<file path="src/rtl/vga_timing_gen.sv">
// Runtime-programmable raster timing generator: shadow/active timing registers swapped at
// frame end, HS/VS/DE with polarity, pixel coordinates and strobes behind a PIPE_DLY delay line.
module vga_timing_gen #(
   parameter int CNT_W        = 12,
   parameter int PIPE_DLY     = 2,
   parameter int H_TOTAL_INIT = 799,
   parameter int H_SYNC_INIT  = 95,
   parameter int H_START_INIT = 143,
   parameter int H_END_INIT   = 783,
   parameter int V_TOTAL_INIT = 524,
   parameter int V_SYNC_INIT  = 1,
   parameter int V_START_INIT = 35,
   parameter int V_END_INIT   = 515
) (
   input  logic             clk,
   input  logic             reset_n,
   input  logic             en,
   input  logic             cfg_we,
   input  logic [3:0]       cfg_addr,
   input  logic [CNT_W-1:0] cfg_wdata,
   input  logic             cfg_commit,
   output logic             cfg_pending,
   output logic             hs,
   output logic             vs,
   output logic             de,
   output logic [CNT_W-1:0] px_x,
   output logic [CNT_W-1:0] px_y,
   output logic             frame_start,
   output logic             line_start
);

   localparam int NF     = 8;
   localparam int PW     = 5 + 2 * CNT_W;
   localparam int F_HTOT = 0;
   localparam int F_HSYN = 1;
   localparam int F_HSTA = 2;
   localparam int F_HEND = 3;
   localparam int F_VTOT = 4;
   localparam int F_VSYN = 5;
   localparam int F_VSTA = 6;
   localparam int F_VEND = 7;

   function automatic logic [CNT_W-1:0] init_val(input int idx);
      case (idx)
         F_HTOT:  return CNT_W'(H_TOTAL_INIT);
         F_HSYN:  return CNT_W'(H_SYNC_INIT);
         F_HSTA:  return CNT_W'(H_START_INIT);
         F_HEND:  return CNT_W'(H_END_INIT);
         F_VTOT:  return CNT_W'(V_TOTAL_INIT);
         F_VSYN:  return CNT_W'(V_SYNC_INIT);
         F_VSTA:  return CNT_W'(V_START_INIT);
         F_VEND:  return CNT_W'(V_END_INIT);
         default: return '0;
      endcase
   endfunction

   logic [CNT_W-1:0] act_q [NF];
   logic [CNT_W-1:0] act_d [NF];
   logic [CNT_W-1:0] shd_q [NF];
   logic [CNT_W-1:0] shd_d [NF];
   logic [1:0]       pol_q, pol_d, shpol_q, shpol_d;
   logic [CNT_W-1:0] h_cnt_q, h_cnt_d, v_cnt_q, v_cnt_d;
   logic             pend_q, pend_d;
   logic [PW-1:0]    pipe_q [PIPE_DLY+1];
   logic [PW-1:0]    pipe_d [PIPE_DLY+1];

   logic             h_wrap, v_wrap, frame_end, xfer;
   logic             h_act, v_act, de_raw, hs_raw, vs_raw, h_zero;
   logic [CNT_W-1:0] x_raw, y_raw;

   always_comb begin
      h_wrap    = (h_cnt_q >= act_q[F_HTOT]);
      v_wrap    = (v_cnt_q >= act_q[F_VTOT]);
      frame_end = en & h_wrap & v_wrap;
      xfer      = frame_end & (pend_q | cfg_commit);

      h_cnt_d = '0;
      v_cnt_d = '0;
      if (en) begin
         h_cnt_d = h_wrap ? '0 : h_cnt_q + 1'b1;
         v_cnt_d = v_cnt_q;
         if (h_wrap) begin
            v_cnt_d = v_wrap ? '0 : v_cnt_q + 1'b1;
         end
      end

      pend_d = xfer ? 1'b0 : (pend_q | cfg_commit);

      // Transfer uses the shadow as it was before this cycle's write.
      act_d = act_q;
      pol_d = pol_q;
      if (xfer) begin
         act_d = shd_q;
         pol_d = shpol_q;
      end

      shd_d   = shd_q;
      shpol_d = shpol_q;
      if (cfg_we) begin
         if (!cfg_addr[3]) begin
            shd_d[cfg_addr[2:0]] = cfg_wdata;
         end else if (cfg_addr == 4'd8) begin
            shpol_d = cfg_wdata[1:0];
         end
      end
   end

   always_comb begin
      h_act  = (h_cnt_q >= act_q[F_HSTA]) && (h_cnt_q < act_q[F_HEND]);
      v_act  = (v_cnt_q >= act_q[F_VSTA]) && (v_cnt_q < act_q[F_VEND]);
      de_raw = en & h_act & v_act;
      hs_raw = en & (h_cnt_q <= act_q[F_HSYN]);
      vs_raw = en & (v_cnt_q <= act_q[F_VSYN]);
      h_zero = (h_cnt_q == '0);
      x_raw  = de_raw ? h_cnt_q - act_q[F_HSTA] : '0;
      y_raw  = de_raw ? v_cnt_q - act_q[F_VSTA] : '0;
   end

   // With en low the stage input is the inactive level, so the pipe drains to it.
   assign pipe_d[0] = {hs_raw ^ pol_q[0], vs_raw ^ pol_q[1], de_raw,
                       en & h_zero & (v_cnt_q == '0), en & h_zero, x_raw, y_raw};

   genvar gi;
   generate
      for (gi = 1; gi <= PIPE_DLY; gi++) begin : g_pipe
         assign pipe_d[gi] = pipe_q[gi-1];
      end
   endgenerate

   always_ff @(posedge clk or negedge reset_n) begin
      if (!reset_n) begin
         for (int i = 0; i < NF; i++) begin
            act_q[i] <= init_val(i);
            shd_q[i] <= init_val(i);
         end
         pol_q   <= '0;
         shpol_q <= '0;
         h_cnt_q <= '0;
         v_cnt_q <= '0;
         pend_q  <= 1'b0;
         for (int i = 0; i <= PIPE_DLY; i++) begin
            pipe_q[i] <= '0;
         end
      end else begin
         act_q   <= act_d;
         shd_q   <= shd_d;
         pol_q   <= pol_d;
         shpol_q <= shpol_d;
         h_cnt_q <= h_cnt_d;
         v_cnt_q <= v_cnt_d;
         pend_q  <= pend_d;
         pipe_q  <= pipe_d;
      end
   end

   assign {hs, vs, de, frame_start, line_start, px_x, px_y} = pipe_q[PIPE_DLY];
   assign cfg_pending = pend_q;

endmodule

</file>
<file path="config.mk">
export PLATFORM = sky130hd
export DESIGN_NAME = vga_timing_gen
export DESIGN_NICKNAME = d
export VERILOG_FILES = /design/src/rtl/vga_timing_gen.sv
export SDC_FILE = /design/constraint.sdc
export NUM_CORES = 1
export LEC_CHECK = 0
export CORE_MARGIN = 2
export CORE_UTILIZATION = 60
export CTS_CLUSTER_DIAMETER = 60
export DETAILED_ROUTE_END_ITERATION = 8
export PLACE_DENSITY = 0.79
export SYNTH_ARGS = -nofsm -noshare
export SYNTH_HDL_FRONTEND = slang
export SYNTH_SLANG_ARGS = --single-unit
</file>
<file path="constraint.sdc">
create_clock -name clk -period 3.35 [get_ports clk]
set_input_delay 0.335 -clock clk [delete_from_list [all_inputs] [get_ports clk]]
set_output_delay 0.335 -clock clk [all_outputs]
set_load 0.02 [all_outputs]
</file>
==> results of run 1 <==
flip-flops by register name, summed over array words and instances, names as in the netlist:
register and cells:
act_q 96, cfg_pending 1, de 1, frame_start 1, h_cnt_q 12, hs 1
line_start 1, pipe_d 58, pol_q 2, px_x 12, px_y 12, shd_q 96
shpol_q 2, v_cnt_q 12, vs 1
worst max-delay path: cells and delay by family, from the launching register on:
kind	cells	cell delay (ns)
compound gates	4	1.06
fa+ha+maj	1	0.36
buf+inv	2	0.43
simple gates	2	0.51
flops	1	0.48
what timing repair did:
item,CTS,global route
hold endpoints to repair,73,0
setup buffers,0,0
hold buffers,1,0
endpoints found under the setup margin,0,0
layer usage:
| metal | up-vias | GRT usage (%) | share of wire, % |
|---|---|---|---|
| met3 | 53 | 3.905 | 5.1 |
| met2 | 216 | 39.31 | 47 |
| met4 | 0 | 6.772 | 2.3 |
| li1 | 4037 | - | - |
| met5 | - | 0 | 0 |
| met1 | 4384 | 34.76 | 46 |
final cells by class:
| type | count | area (um2) | area share, % |
|---|---|---|---|
| inverters | 103 | 386.6 | 2.424 |
| clock inverters | 9 | 102.6 | 0.6432 |
| multi-input cells | 655 | 5637 | 35.34 |
| clock buffers | 48 | 889.6 | 5.577 |
| flip-flops and latches | 308 | 7792 | 48.85 |
| well taps | 285 | 356.6 | 2.236 |
| repair buffers | 82 | 785.8 | 4.926 |
logic make-up (layout without fill, tap and decap cells):
kind of cell / count (synthesis) / count (layout)
xor+xnor: 22 / 22
flops: 308 / 308
buf+inv: 131 / 242
simple gates: 207 / 207
fa+ha+maj: 100 / 100
compound gates: 129 / 129
mux: 197 / 197
stage by stage:
| stage | total power, mW | hold slack [ns] |
|---|---|---|
| after floorplan | 7.798 | 0.03941 |
| after global placement | 8.677 | 0.3313 |
| after detailed placement | 8.861 | 0.3347 |
| after CTS | 12.26 | 0.3448 |
| after global routing | 12.94 | 0.3461 |
| final | 12.19 | 0.3442 |
power groups by stage:
stage	combinational [mW]	sequential, mW	clock [mW]
CTS	3.57	5.28	3.41
global route	3.98	5.40	3.56
detailed placement	3.53	5.33	0
floorplan	2.57	5.23	0
global placement	3.40	5.27	0
finish	3.57	5.28	3.34
path summary, 6_finish.rpt:
path	from	end	slack [ns]	cells after the start
max in group asynchronous	reset_n	act_q[56]$_DFFE_PN1P_	2.02	3
max reg2reg	h_cnt_q[11]$_DFF_PN0_	pipe_d[50]$_DFF_PN0_	0.37	9
min reg2reg	pipe_d[37]$_DFF_PN0_	pipe_d[8]$_DFF_PN0_	0.34	0
min	pipe_d[37]$_DFF_PN0_	pipe_d[8]$_DFF_PN0_	0.34	0
max	h_cnt_q[11]$_DFF_PN0_	pipe_d[50]$_DFF_PN0_	0.37	9
min in group asynchronous	reset_n	px_x[6]$_DFF_PN0_	0.38	2
cell usage in the layout, fill, tap and decap left out, types with 11 or more instances in the layout:
| master | instances |
|---|---|
| ha_1 | 98 |
| o21ai_0 | 16 |
| buf_4 | 28 |
| nand4_1 | 17 |
| nand3_1 | 17 |
| xor2_1 | 11 |
| a21oi_1 | 36 |
| nor3_1 | 16 |
| inv_1 | 103 |
| dfrtp_1 | 240 |
| dfstp_2 | 68 |
| a211oi_1 | 11 |
| a21o_1 | 12 |
| nor2_1 | 53 |
| nand2_1 | 39 |
| clkbuf_16 | 31 |
| xnor2_1 | 11 |
| mux2_1 | 20 |
| clkdlybuf4s50_1 | 49 |
| clkbuf_1 | 12 |
| mux2_2 | 176 |
==> results_dict.tcl, run 1 <==
set metrics [dict create \
    worstSetupStartpointType "register" \
    final_util_pct 70.24 \
    synth_top_cell_by_area "dfrtp_1" \
    synth.area.mux_share_pct 15.91 \
    slew_violations 0 \
    design_area_um2 15950 \
    sw_frac_of_total_pct 30.47 \
    critPathMaxFanout 13 \
    post-route-period-util_pct 88.82 \
    gp_congestion 0.9050 \
    grt_pass1_wl_mm 46.55 \
    dieArea_um2 24450 \
    path_class "reg -> reg" \
    post_cts_resized 0 \
    min-delay-path-class "reg -> reg" \
    max_freq_ghz 0.3361 \
    clock_latency_ns 0.56 \
    dpl.hpwl_mm 19.32 \
    clockBufferDepth 3 \
    finalCriticalPeriod_ns 2.975 \
    synth-edff-count 0 \
    cts_sinks 308 \
    final_antenna_net_count 0 \
    synth_top_family_by_area "multiplexers" \
    placed_area_um2 14950 \
    avgSynthCellArea_um2 12.74 \
    core_um2 22710 \
    fin_skew_ns 0.01899 \
    std_cell_rows 55 \
    synthXorXnorAreaFrac_pct 1.383 \
    hold_viol_final 0 \
    synth_most_common_cell "dfrtp_1" \
    status "finished, final reports clean" \
    drt_pre_antenna_iters 5 \
    synth_top_area_share_pct 43.11 \
    fin_tns_setup_ns 0 \
    p_per_area_nw_per_um2 764.3 \
    grtUsageTotal_pct 24.40 \
    place_inst 1432 \
    slowest_delay_ns 0.60 \
    cts_tree "yes" \
    die_w_um 156.4 \
    wirelength_mm 28.60 \
    internal-power_mw 8.476 \
    synth_cell_types 61 \
    arrival_ns 3.39 \
    clkSlewWorstSetupHoldPaths_ns 0.06 \
    synthAdderAreaFrac_pct 9.088 \
    syn_inst 1094 \
    synthTopCellsByCount "dfrtp_1 (240), mux2_2 (176), inv_1 (103), ha_1 (98), dfstp_2 (68)" \
    tightestPinTransition_ns 0.7734 \
    wl_per_cell_um 19.20 \
    setup_slack_ns 0.3747 \
    grt_overflow 0 \
    p_seq_share_pct 43.3 \
    synth_fp_nets 1215 \
    worstPathRequired_ns 3.77 \
    max_slew_margin_pct 48.44 \
    synth_area_leaders "dfrtp_1 (43%), mux2_2 (14%), dfstp_2 (13%), ha_1 (8.8%), inv_1 (2.8%)" \
    synth-simple-area-share_pct 7.759 \
    synth_compound_area_share_pct 6.242 \
    worstPathCellList "ha_1, a22oi_1, nand4_1, a2111oi_0, buf_4, o211a_1, o211ai_1, buf_4, nor4_1" \
    ios 51 \
    async_flop_share_pct 100.0 \
    io_buffers 50 \
    fillers 1585 \
    syn_to_final_growth_pct 14.49 \
    synth_seq_cells 308 \
    start_util_pct 61.35 \
    first_global_vias 8779 \
    dp_slack_ns 0.4123 \
    grt_max_degree 86 \
    drive_above_1_share_pct 26.97 \
    rsz0062_at_grt "no" \
    vias 8690 \
    drtIter0Drc 411 \
    vdd_drop_max_uv 630.4 \
    ys_warn_count 0 \
    die_h_um 156.4 \
    syn_area_um2 13930 \
    finalSetupViolCount 0 \
    p_clk_share_pct 27.4 \
    cts_made_buffers 31 \
    power.leakage_nw 7.429 \
    nNetsFinal 1302 \
    synth_seq_area_share_pct 55.93 \
    crit_top_cell "buf_4" \
    synth_ff_type "dfrtp_1" \
    power.switching_mw 3.714 \
    endpoint_kind "register" \
    diodes 0 \
    combPwrFrac_pct 29.3 \
    h-tree-depth 1 \
    grt_antenna_before_repair 0 \
    fin_cells 1490 \
    cts-root-buf "clkbuf_16" \
    slowest_stage "a2111oi_0" \
    viasPerCell 5.832 \
    maxCapViolCount 0 \
    drc 0 \
]
Power figures use the tool's default switching activity.
==> run 2, diff against run 1 <==
--- a/config.mk
+++ b/config.mk
@@ -6,10 +6,10 @@
 export NUM_CORES = 1
 export LEC_CHECK = 0
 export CORE_MARGIN = 2
-export CORE_UTILIZATION = 60
+export CORE_UTILIZATION = 50
 export CTS_CLUSTER_DIAMETER = 60
 export DETAILED_ROUTE_END_ITERATION = 8
-export PLACE_DENSITY = 0.79
+export PLACE_DENSITY = 0.67
 export SYNTH_ARGS = -nofsm -noshare
 export SYNTH_HDL_FRONTEND = slang
 export SYNTH_SLANG_ARGS = --single-unit
==> run 2 against run 1 <==
  * Fmax grew 2.0%
  * Core utilization shrank 11 points
  * Die area grew 19%
  * Highest routed layer unchanged
  * Cell count grew 6.8%
  * Register-to-register slack gained 0.06 ns
  * Via count shrank 1.3%
  * Wire length grew 0.26%
  * Critical path type unchanged
  * Final area grew 1.9%
==> results_dict.tcl, run 2 (synthesis results as in run 1) <==
set metrics [dict create \
    status "finished, final reports clean" \
    path_class "reg -> reg" \
    max_slew_margin_pct 48.21 \
    worstPathRequired_ns 3.78 \
    tightestPinTransition_ns 0.7769 \
    cts_tree "yes" \
    power.switching_mw 3.774 \
    combPwrFrac_pct 28.7 \
    final_common_cell "dfrtp_1" \
    fin_skew_ns 0.01951 \
    start_util_pct 50.43 \
    hp-start "pipe_d[44]$_DFF_PN0_" \
    cts_sinks 308 \
    design_power_total_mw 12.52 \
    hold_ws_ns 0.3458 \
    worstSetupStartpointType "register" \
    drt_pre_antenna_iters 4 \
    r2r_start "h_cnt_q[10]$_DFF_PN0_" \
    std_cell_rows 61 \
    drc 0 \
    clockBufferDepth 3 \
    grt_antenna_before_repair 0 \
    maxCapViolCount 0 \
    critPathLaunch "h_cnt_q[10]$_DFF_PN0_" \
    die_w_um 170.9 \
    hold_viol_final 0 \
    post-cts-setup-buffers 0 \
    fillers 2283 \
    internal-power_mw 8.750 \
    p_per_area_nw_per_um2 770.4 \
    viasPerCell 5.388 \
    io_buffers 50 \
    cts_made_buffers 31 \
    drive_above_1_share_pct 27.86 \
    grt_overflow 0 \
    grtUsageTotal_pct 20.61 \
    grt_pass1_wl_mm 46.93 \
    cts-root-buf "clkbuf_16" \
    dpl.hpwl_mm 19.88 \
    finalSetupViolCount 0 \
    sw_frac_of_total_pct 30.13 \
    drtIter0Drc 616 \
    p_seq_share_pct 41.9 \
    min-delay-path-class "reg -> reg" \
    post_cts_resized 0 \
    slew_violations 0 \
    die_h_um 170.9 \
    clock_latency_ns 0.57 \
    first_global_vias 8712 \
    fin_tns_setup_ns 0 \
    core_um2 27630 \
    vdd_drop_max_uv 463.0 \
    grt_max_degree 99 \
    crit_top_cell "buf_4" \
    ios 51 \
    placed_area_um2 15140 \
    p_clk_share_pct 29.3 \
    layout_common_cells "dfrtp_1 (240), mux2_2 (176), inv_1 (103)" \
    slowest_stage "dfrtp_1" \
    power.leakage_nw 7.519 \
    nNetsFinal 1309 \
    h-tree-depth 1 \
    final_antenna_net_count 0 \
    rsz0062_at_grt "no" \
    worstPathCellList "ha_1, and2_1, a221oi_1, buf_4, a2111oi_0, buf_4, o211a_1, o211ai_1, buf_4, nor4_1" \
    post-route-period-util_pct 87.11 \
    endpoint_kind "register" \
    finalCriticalPeriod_ns 2.918 \
    max_freq_ghz 0.3427 \
    critPathMaxFanout 19 \
    dieArea_um2 29220 \
    syn_to_final_growth_pct 16.68 \
    wirelength_mm 28.68 \
    slowest_delay_ns 0.49 \
    gp_congestion 0.8103 \
    wl_per_cell_um 18.01 \
    clkSlewWorstSetupHoldPaths_ns 0.06 \
    design_area_um2 16260 \
    vias 8578 \
    arrival_ns 3.35 \
]
[run 2: cell types whose count changed in the layout (fill, tap and decap cells not counted), moves of 2 or more]
cell       change
buf_4          +5
buf_12         +2
clkbuf_1       -6
bufinv_16      +3
clkinv_2       -2
inv_6          +3
[run 2: layout make-up]
class	instances	area, um2	area share (%)
Antenna cell	1	2.502	0.01539
Tap cell	378	473.0	2.909
Sequential cell	308	7792	47.94
Inverter	103	386.6	2.378
Timing Repair Buffer	89	863.3	5.311
Multi-Input combinational cell	655	5637	34.68
Clock inverter	15	220.2	1.355
Clock buffer	43	880.8	5.419
[run 2: metrics by stage]
| stage | cells | setup WS [ns] | util, % |
|---|---|---|---|
| 6_report | 1592 | 0.4317 | 58.84 |
| 5_1_grt | 1591 | 0.2481 | 58.83 |
| 4_1_cts | 1591 | 0.4210 | 58.83 |
| 3_5_place_dp | 1532 | 0.4595 | 54.80 |
| 3_3_place_gp | 1532 | 0.5053 | 54.80 |
| 2_1_floorplan | 1094 | 0.6772 | - |
[run 2: metal layers]
layer	global-route usage (%)	share of wire [%]	up-vias
met5	0	0	-
met3	3.794	4.9	40
met4	5.674	2.2	0
li1	-	-	4056
met2	32.72	45	182
met1	29.22	48	4300
[run 2: what timing repair did]
action / CTS / global route
hold buffers: 1 / 0
hold endpoints to repair: 93 / 0
endpoints found under the setup margin: 0 / 0
[run 2: path summary, 6_finish.rpt]
check,endpoint,cells past startpoint,slack (ns)
min,pipe_d[15]$_DFF_PN0_,0,0.35
max in group asynchronous,shd_q[38]$_DFFE_PN1P_,3,2.01
min in group asynchronous,pipe_d[47]$_DFF_PN0_,2,0.39
min reg2reg,pipe_d[15]$_DFF_PN0_,0,0.35
max reg2reg,pipe_d[50]$_DFF_PN0_,10,0.43
max,pipe_d[50]$_DFF_PN0_,10,0.43
[run 2: worst max-delay path, delay by kind of cell, from the launching register on]
| family | cells | cell delay, ns |
|---|---|---|
| fa+ha+maj | 1 | 0.43 |
| flops | 1 | 0.49 |
| buf+inv | 3 | 0.61 |
| simple gates | 2 | 0.55 |
| compound gates | 4 | 0.70 |
[run 2: power groups by stage]
stage	sequential (mW)	clock, mW	combinational, mW
after floorplan	5.23	0	2.57
after global placement	5.28	0	3.51
after detailed placement	5.32	0	3.59
after CTS	5.26	3.77	3.62
after global routing	5.37	3.92	4.04
final	5.25	3.67	3.60
==> run 3, diff against run 2 <==
--- a/config.mk
+++ b/config.mk
@@ -6,10 +6,9 @@
 export NUM_CORES = 1
 export LEC_CHECK = 0
 export CORE_MARGIN = 2
-export CORE_UTILIZATION = 50
-export CTS_CLUSTER_DIAMETER = 60
+export CORE_UTILIZATION = 38
 export DETAILED_ROUTE_END_ITERATION = 8
-export PLACE_DENSITY = 0.67
+export PLACE_DENSITY = 0.54
 export SYNTH_ARGS = -nofsm -noshare
 export SYNTH_HDL_FRONTEND = slang
 export SYNTH_SLANG_ARGS = --single-unit
==> run 3 against run 2 <==
  * Clock skew down 0.0045 ns
  * Flip-flop and latch count unchanged
  * Clock power rose by 4%
  * First-iteration DRC count decreased by 24%
  * Cell count is 5.4% higher
  * Setup slack got worse by 0.017 ns
  * Sequential power hardly changed
  * Combinational power about the same
  * Worst hold slack worse by 0.0030 ns
  * Critical endpoint is now act_q[15]$_DFFE_PN0P_
  * Largest power group unchanged
  * Highest routed layer unchanged
==> results_dict.tcl, run 3 (synthesis results as in run 1) <==
set metrics [dict create \
    status "finished, final reports clean" \
    fin_tns_setup_ns 0 \
    grt_max_degree 89 \
    syn_to_final_growth_pct 17.40 \
    power.leakage_nw 7.510 \
    min-delay-path-class "reg -> reg" \
    clock_latency_ns 0.52 \
    hold_ws_ns 0.3428 \
    std_cell_rows 70 \
    drive_above_1_share_pct 27.52 \
    nNetsFinal 1305 \
    cts_made_buffers 34 \
    tightestPinTransition_ns 0.7645 \
    wl_per_cell_um 18.57 \
    dieArea_um2 38210 \
    post-route-period-util_pct 87.62 \
    path_class "reg -> reg" \
    vias 8603 \
    die_h_um 195.5 \
    slew_violations 0 \
    clockBufferDepth 3 \
    diodes 0 \
    max_slew_margin_pct 48.87 \
    fin_skew_ns 0.01496 \
    critPathMaxFanout 18 \
    finalSetupViolCount 0 \
    worstPathRequired_ns 3.75 \
    drtIter0Drc 469 \
    grtUsageTotal_pct 17.13 \
    cts_tree "yes" \
    grt_pass1_wl_mm 50.87 \
    wirelength_mm 31.16 \
    vdd_drop_max_uv 379.5 \
    slowest_delay_ns 0.53 \
    clkSlewWorstSetupHoldPaths_ns 0.06 \
    grt_antenna_before_repair 3 \
    p_per_area_nw_per_um2 772.7 \
    rsz0062_at_grt "no" \
    final_antenna_net_count 0 \
    worstSetupStartpointType "register" \
    drt_pre_antenna_iters 5 \
    cts-root-buf "clkbuf_16" \
    die_w_um 195.5 \
    finalCriticalPeriod_ns 2.935 \
    cts_sinks 308 \
    worstPathCellList "inv_1, ha_1, nand2_1, o21ai_1, a221oi_1, o31a_1, nor4b_4, buf_4, mux2_2" \
    slowest_stage "dfstp_2" \
    max_freq_ghz 0.3407 \
    layout_common_cells "dfrtp_1 (240), mux2_2 (176), inv_1 (103)" \
    final_common_cell "dfrtp_1" \
    dp_slack_ns 0.3888 \
    ios 51 \
    viasPerCell 5.127 \
    setup_slack_ns 0.4149 \
    arrival_ns 3.33 \
    first_global_vias 8981 \
    post-cts-setup-buffers 0 \
    maxCapViolCount 0 \
    drc 0 \
    endpoint_kind "register" \
    io_buffers 50 \
    start_util_pct 38.33 \
    h-tree-depth 2 \
    core_um2 36350 \
    dpl.hpwl_mm 21.24 \
    grt_overflow 0 \
    gp_congestion 0.7987 \
    hold_viol_final 0 \
]
## run 3: layout make-up
cell class	count	area, um2
clock inverter	9	101.3
timing repair buffer	82	798.3
clock buffer	53	1056
multi-input combinational	655	5637
inverter	103	386.6
tap	468	585.6
fill	3326	19990
sequential	308	7792
## run 3: repair_timing
action	4_1_cts	5_1_grt
hold buffers	1	0
gates resized for setup	0	0
endpoints found under the hold margin	80	0
## run 3: power breakdown
part / leakage, nW / internal [mW] / switching (mW) / total (mW)
logic: 3.06 / 1.68 / 1.91 / 3.59
registers: 3.88 / 4.81 / 0.431 / 5.24
clock network: 0.569 / 2.33 / 1.48 / 3.80
total: 7.51 / 8.82 / 3.81 / 12.6
## run 3: worst max-delay path, delay by kind of cell (launching register included)
| kind | cells | cell delay (ns) |
|---|---|---|
| AND/OR/NAND/NOR | 2 | 0.53 |
| multiplexers | 1 | 0.37 |
| adder cells (fa/ha/maj) | 1 | 0.29 |
| AO/OA/AOI/OAI | 3 | 0.68 |
| buffers and inverters | 2 | 0.41 |
| flip-flops | 1 | 0.53 |
## run 3: final timing paths
kind / startpoint / to / slack [ns] / cells past startpoint
setup / recovery: act_q[86]$_DFFE_PN1P_ / act_q[15]$_DFFE_PN0P_ / 0.41 / 9
hold / removal: pipe_d[52]$_DFF_PN0_ / pipe_d[23]$_DFF_PN0_ / 0.34 / 0
setup reg to reg: act_q[86]$_DFFE_PN1P_ / act_q[15]$_DFFE_PN0P_ / 0.41 / 9
hold reg to reg: pipe_d[52]$_DFF_PN0_ / pipe_d[23]$_DFF_PN0_ / 0.34 / 0
max in group asynchronous: reset_n / shd_q[74]$_DFFE_PN1P_ / 1.90 / 3
min in group asynchronous: reset_n / px_y[6]$_DFF_PN0_ / 0.42 / 2
## run 3: metrics by stage
stage | instance area, um2 | util (%) | power [mW] | cells
2_1_floorplan | 13930 | - | 7.798 | 1094
3_3_place_gp | 15190 | 41.79 | 8.843 | 1615
3_5_place_dp | 15190 | 41.79 | 8.915 | 1615
4_1_cts | 16360 | 45.00 | 12.82 | 1678
5_1_grt | 16360 | 45.00 | 13.49 | 1678
6_report | 16360 | 45.00 | 12.64 | 1678
## run 3: metal layers
layer / global-route usage (%) / vias up / part of all wire, %
met2: 27.41 / 142 / 46
li1: - / 4047 / -
met1: 24.26 / 4375 / 48
met5: 0 / - / 0
met4: 4.778 / 0 / 2.0
met3: 2.608 / 39 / 3.6
